File: src/rtl/approx_mac_stream.sv
// Streaming multiply-accumulate with a per-beat selectable approximate multiplier.
// Pipeline: operand register -> product register -> accumulator -> result register, with a global stall.
module approx_mac_stream #(
  parameter  int WIDTH       = 16,
  parameter  int APPROX_BITS = 3,
  parameter  int GUARD       = 8,
  parameter  int SATURATE    = 1,
  localparam int ACC_W       = 2*WIDTH + GUARD
) (
  input  logic               clk,
  input  logic               rst_n,
  input  logic               mode_approx,
  input  logic               in_valid,
  output logic               in_ready,
  input  logic [WIDTH-1:0]   in_a,
  input  logic [WIDTH-1:0]   in_b,
  input  logic [2*WIDTH-1:0] in_c,
  input  logic               in_last,
  output logic               out_valid,
  input  logic               out_ready,
  output logic [ACC_W-1:0]   out_r,
  output logic               out_ovf
);
  localparam int PW = 2*WIDTH;

  typedef enum logic {FIRST, ACCUM} frame_t;

  // Each partial-product row loses its APPROX_BITS lowest result columns.
  function automatic logic [PW-1:0] approx_product(input logic [WIDTH-1:0] a,
                                                   input logic [WIDTH-1:0] b);
    logic [PW-1:0] sum;
    logic [PW-1:0] row;
    logic [PW-1:0] mask;
    sum  = '0;
    mask = ~((PW'(1) << APPROX_BITS) - PW'(1));
    for (int i = 0; i < WIDTH; i++) begin
      row = PW'(a & {WIDTH{b[i]}}) << i;
      sum = sum + (row & mask);
    end
    return sum;
  endfunction

  frame_t           frame;
  logic             adv;
  logic             s1_valid, s1_mode, s1_last;
  logic [WIDTH-1:0] s1_a, s1_b;
  logic [PW-1:0]    s1_c;
  logic             s2_valid, s2_last;
  logic [PW-1:0]    s2_p, s2_c;
  logic [ACC_W-1:0] acc;
  logic             acc_ovf;
  logic             s3_last;
  logic [ACC_W-1:0] base;
  logic [ACC_W:0]   sum;
  logic [ACC_W-1:0] acc_next;
  logic             ovf_next;

  assign adv      = !(out_valid && !out_ready);
  assign in_ready = adv;

  always_ff @(posedge clk or negedge rst_n) begin
    if (!rst_n) begin
      s1_valid <= 1'b0;
      s1_mode  <= 1'b0;
      s1_last  <= 1'b0;
      s1_a     <= '0;
      s1_b     <= '0;
      s1_c     <= '0;
    end else if (adv) begin
      s1_valid <= in_valid;
      s1_mode  <= mode_approx;
      s1_last  <= in_last;
      s1_a     <= in_a;
      s1_b     <= in_b;
      s1_c     <= in_c;
    end
  end

  always_ff @(posedge clk or negedge rst_n) begin
    if (!rst_n) begin
      s2_valid <= 1'b0;
      s2_last  <= 1'b0;
      s2_p     <= '0;
      s2_c     <= '0;
    end else if (adv) begin
      s2_valid <= s1_valid;
      s2_last  <= s1_last;
      s2_p     <= s1_mode ? approx_product(s1_a, s1_b) : PW'(s1_a) * PW'(s1_b);
      s2_c     <= s1_c;
    end
  end

  // The carry out of the wide add is the overflow; saturation pins the sum at all-ones.
  always_comb begin
    base     = (frame == FIRST) ? ACC_W'(s2_c) : acc;
    sum      = {1'b0, base} + {1'b0, ACC_W'(s2_p)};
    acc_next = sum[ACC_W-1:0];
    if (sum[ACC_W] && SATURATE != 0) acc_next = '1;
    ovf_next = sum[ACC_W] | ((frame == ACCUM) & acc_ovf);
  end

  always_ff @(posedge clk or negedge rst_n) begin
    if (!rst_n) begin
      acc     <= '0;
      acc_ovf <= 1'b0;
      frame   <= FIRST;
      s3_last <= 1'b0;
    end else if (adv) begin
      s3_last <= s2_valid & s2_last;
      if (s2_valid) begin
        acc     <= acc_next;
        acc_ovf <= ovf_next;
        frame   <= s2_last ? FIRST : ACCUM;
      end
    end
  end

  // A finished frame lands here; an un-consumed result freezes the whole pipeline via adv.
  always_ff @(posedge clk or negedge rst_n) begin
    if (!rst_n) begin
      out_valid <= 1'b0;
      out_r     <= '0;
      out_ovf   <= 1'b0;
    end else if (adv) begin
      out_valid <= s3_last;
      if (s3_last) begin
        out_r   <= acc;
        out_ovf <= acc_ovf;
      end
    end
  end
endmodule

File: config.mk
export PLATFORM = sky130hd
export DESIGN_NAME = approx_mac_stream
export DESIGN_NICKNAME = d
export VERILOG_FILES = /design/src/rtl/approx_mac_stream.sv
export SDC_FILE = /design/constraint.sdc
export NUM_CORES = 2
export LEC_CHECK = 0
export ABC_AREA = 1
export CORE_MARGIN = 2
export CORE_UTILIZATION = 49
export DETAILED_ROUTE_END_ITERATION = 16
export PLACE_DENSITY = 0.67
export SETUP_SLACK_MARGIN = 0.5
export SYNTH_ARGS = -nofsm -noshare
export SYNTH_HDL_FRONTEND = slang
export SYNTH_SLANG_ARGS = --single-unit
File: constraint.sdc
create_clock -name clk -period 6.85 [get_ports clk]
set_input_delay 1.0275 -clock clk [delete_from_list [all_inputs] [get_ports clk]]
set_output_delay 1.0275 -clock clk [all_outputs]
set_load 0.01 [all_outputs]
==> impl_metrics.py <==
metrics = {
    "outcome": {
        "status": "finished clean",
    },
    "die": {
        "start_util_pct": 49.70,
        "die_area_um2": 58010,
        "io_pins": 113,
        "die_h_um": 240.8,
        "core_region_area_um2": 55310,
        "die_w_um": 240.8,
        "rows": 86,
    },
    "drt": {
        "vias": 22630,
        "wl_per_cell_um": 17.38,
        "drt_first_pass_iters": 6,
        "totalWireLength_um": 77770,
        "drc": 0,
        "wl_met2_um": 34860,
        "maxUsedRoutingLayer": "met4",
        "ant_nets": 0,
        "met1_length_um": 35640,
        "drt_iter0_drc": 1906,
        "viasPerCell": 5.057,
        "wl_met3_um": 4712,
    },
    "critical_path": {
        "ff2ff_setup_slack_ns": 0.74,
        "critPathLaunchType": "flip-flop",
        "crit_fanout": 12,
        "cp.arrival_ns": 6.56,
        "critical_path_required_ns": 7.30,
        "rr_worst_depth": 22,
        "crit_path_end_kind": "flip-flop",
        "r2r-start": "s1_b[3]$_DFFE_PN0N_",
        "critical_path_class": "reg2reg",
        "r2r_end": "s2_p[30]$_DFFE_PN0N_",
    },
    "clocking": {
        "h-tree-depth": 1,
        "clock_path_buffers": 3,
        "cts_root_buf": "clkbuf_16",
        "post_cts_buffers": 0,
        "clk_pin_slew_ns": 0.07,
        "cts_sinks": 218,
        "cts_tree": "done",
        "cts_buffers": 25,
        "clk_latency_ns": 0.59,
    },
    "timing": {
        "maxSlewViolCount": 0,
        "rsz0062_at_grt": "yes",
        "tns_ns": 0,
        "hold_viol_final": 0,
        "fin_crit_sh_pct": 89.20,
        "clock.fmax_ghz": 0.1637,
        "finalClockSkew_ns": 0.03031,
        "relSlewSlack_pct": 24.07,
        "worst_pin_slew_ns": 1.135,
        "finalSetupViolations": 0,
        "min_period_ns": 6.111,
    },
    "worst_hold_path": {
        "hp-start": "s1_c[31]$_DFFE_PN0N_",
        "hold_end": "s1_c[31]$_DFFE_PN0N_",
        "hp-class": "reg2reg",
        "holdPathStages": 2,
    },
    "synthesis": {
        "syn_area_um2": 27490,
        "avgSynthCellArea_um2": 7.514,
        "ys_types": 40,
        "synth_seq_cells": 218,
        "ys_seq_area_share_pct": 19.85,
        "netlist_instances": 3658,
        "synth_warnings": 0,
        "syn-num-nets": 4318,
    },
    "grt": {
        "grt_antenna_before_repair": 0,
        "grt_max_degree": 127,
        "grt_use_total_pct": 28.14,
        "grt_pass1_wl_um": 125500,
        "overflow": 0,
        "grt_pass1_vias": 23140,
    },
    "place": {
        "gp_congestion": 0.9692,
        "hpwl_um": 64460,
        "numPortBuffers": 112,
    },
    "cells_and_area": {
        "nets": 4368,
        "nFillCells": 5442,
        "antenna_cells": 0,
        "drive_above_1_share_pct": 4.509,
        "area_growth_pct": 9.937,
    },
    "flow_run": {
        "drv_cap": 0,
    },
}
kinds of logic after synthesis:
family | after synthesis | synth area share, %
adder cells (fa/ha/maj) | 590 | 36.83
AO/OA/AOI/OAI | 323 | 6.132
multiplexers | 25 | 1.024
buffers and inverters | 1016 | 13.98
XOR/XNOR | 30 | 0.9559
flip-flops | 218 | 19.85
AND/OR/NAND/NOR | 1456 | 21.24
routing by layer:
metal | up-vias | global-route usage (%)
met5 | - | 0
met1 | 10890 | 41.00
li1 | 10920 | -
met2 | 669 | 44.51
met3 | 144 | 3.054
met4 | 0 | 8.305
how the worst max path moves through the flow:
stage	startpoint	slack (ns)	endpoint	cells after the start
floorplan	s1_a[13]$_DFFE_PN0N_	1.42	s2_p[26]$_DFFE_PN0N_	26
global placement	s1_a[12]$_DFFE_PN0N_	0.70	s2_p[30]$_DFFE_PN0N_	22
detailed placement	s1_a[12]$_DFFE_PN0N_	0.65	s2_p[30]$_DFFE_PN0N_	22
CTS	s1_a[12]$_DFFE_PN0N_	0.62	s2_p[30]$_DFFE_PN0N_	22
global route	s1_b[4]$_DFFE_PN0N_	0.48	s2_p[30]$_DFFE_PN0N_	25
finish	s1_b[3]$_DFFE_PN0N_	0.74	s2_p[30]$_DFFE_PN0N_	22
worst max-delay path: stages (launching register included):
cell     delay [ns]
dfrtp_1        0.76
nand2_1        0.24
fa_1           0.51
fa_1           0.58
inv_1          0.06
fa_1           0.48
fa_1           0.51
fa_1           0.49
inv_1          0.05
fa_1           0.48
inv_1          0.04
ha_1           0.37
nand2_1        0.10
nor2_1         0.36
nand3_1        0.14
nand3_1        0.23
nand2_1        0.14
nand2_1        0.09
nand2_1        0.05
nand3_1        0.08
nand2_1        0.07
nand2_1        0.06
nand2_1        0.05
placed cells by master (no fill, tap or decap), drive strengths merged, types with 2 or more instances in the layout:
master         synthesis  layout
nand2               1039    1039
inv                  892     894
fa                   365     365
nor2                 235     235
ha                   225     225
dfrtp                218     218
o21ai                173     173
nand3                136     136
a21oi                124     124
clkdlybuf4s50          0     111
buf                   13      35
clkbuf               110      35
mux2                  25      25
xor2                  24      24
nor3                  17      17
nand4                 17      17
o21bai                10      10
a31oi                  7       7
xnor2                  6       6
nand3b                 6       6
clkinv                 1       6
o211ai                 4       4
or2                    4       4
bufinv                 0       2
what timing repair did:
item / CTS / global route
hold buffers: 0 / 0
endpoints found under the setup margin: 0 / 12
gates resized for setup: 0 / 14
state kept, by name (all words and copies together), names as in the netlist, 16 cells and up:
signal	cells
s1_a	16
s1_c	32
acc	40
s1_b	16
s2_p	32
out_r	40
s2_c	32
cells in the mapped netlist (all sizes together):
master | count | area, um^2
o21bai | 10 | 75.07
clkinv | 1 | 3.750
nor3 | 17 | 85.08
nand4 | 17 | 106.4
o21ai | 173 | 865.8
nand2 | 1039 | 3913
fa | 365 | 7307
ha | 225 | 2815
a21oi | 124 | 631.9
a31o | 1 | 8.760
a31oi | 7 | 43.79
nor2 | 235 | 949.7
xor2 | 24 | 210.2
a21o | 1 | 7.510
mux2 | 25 | 281.5
dfrtp | 218 | 5455
o21a | 1 | 7.510
nand3b | 6 | 45.04
clkbuf | 110 | 412.9
o22ai | 1 | 6.260
and2 | 1 | 6.260
buf | 13 | 77.57
nand2b | 1 | 6.260
inv | 892 | 3348
o41ai | 1 | 8.760
or2 | 4 | 25.02
o211ai | 4 | 30.03
xnor2 | 6 | 52.55
nand3 | 136 | 700.7
per-stage QoR:
stage / worst slack [ns] / hold WS [ns] / std cells / area [um^2] / util (%)
final: 0.7395 / 0.4797 / 4474 / 30220 / 54.64
after CTS: 0.6249 / 0.4832 / 4474 / 30200 / 54.60
after global placement: 0.6993 / 0.4633 / 4429 / 29330 / 53.04
after detailed placement: 0.6467 / 0.4664 / 4429 / 29330 / 53.04
after global routing: 0.4781 / 0.5015 / 4474 / 30220 / 54.64
after floorplan: 1.425 / 0.4454 / 3658 / 27490 / -
layout make-up:
class | instances | area (um^2) | area share (%)
flip-flops and latches | 218 | 5473 | 18.11
multi-input cells | 2424 | 18210 | 60.27
clock buffers | 35 | 733.2 | 2.426
inverters | 893 | 3354 | 11.10
well taps | 748 | 935.9 | 3.097
clock inverters | 10 | 128.9 | 0.4265
repair buffers | 146 | 1381 | 4.571
Power is left out: the tool's default activity adds up to more than one toggle a clock period on the data nets, which glitch-free logic cannot reach.
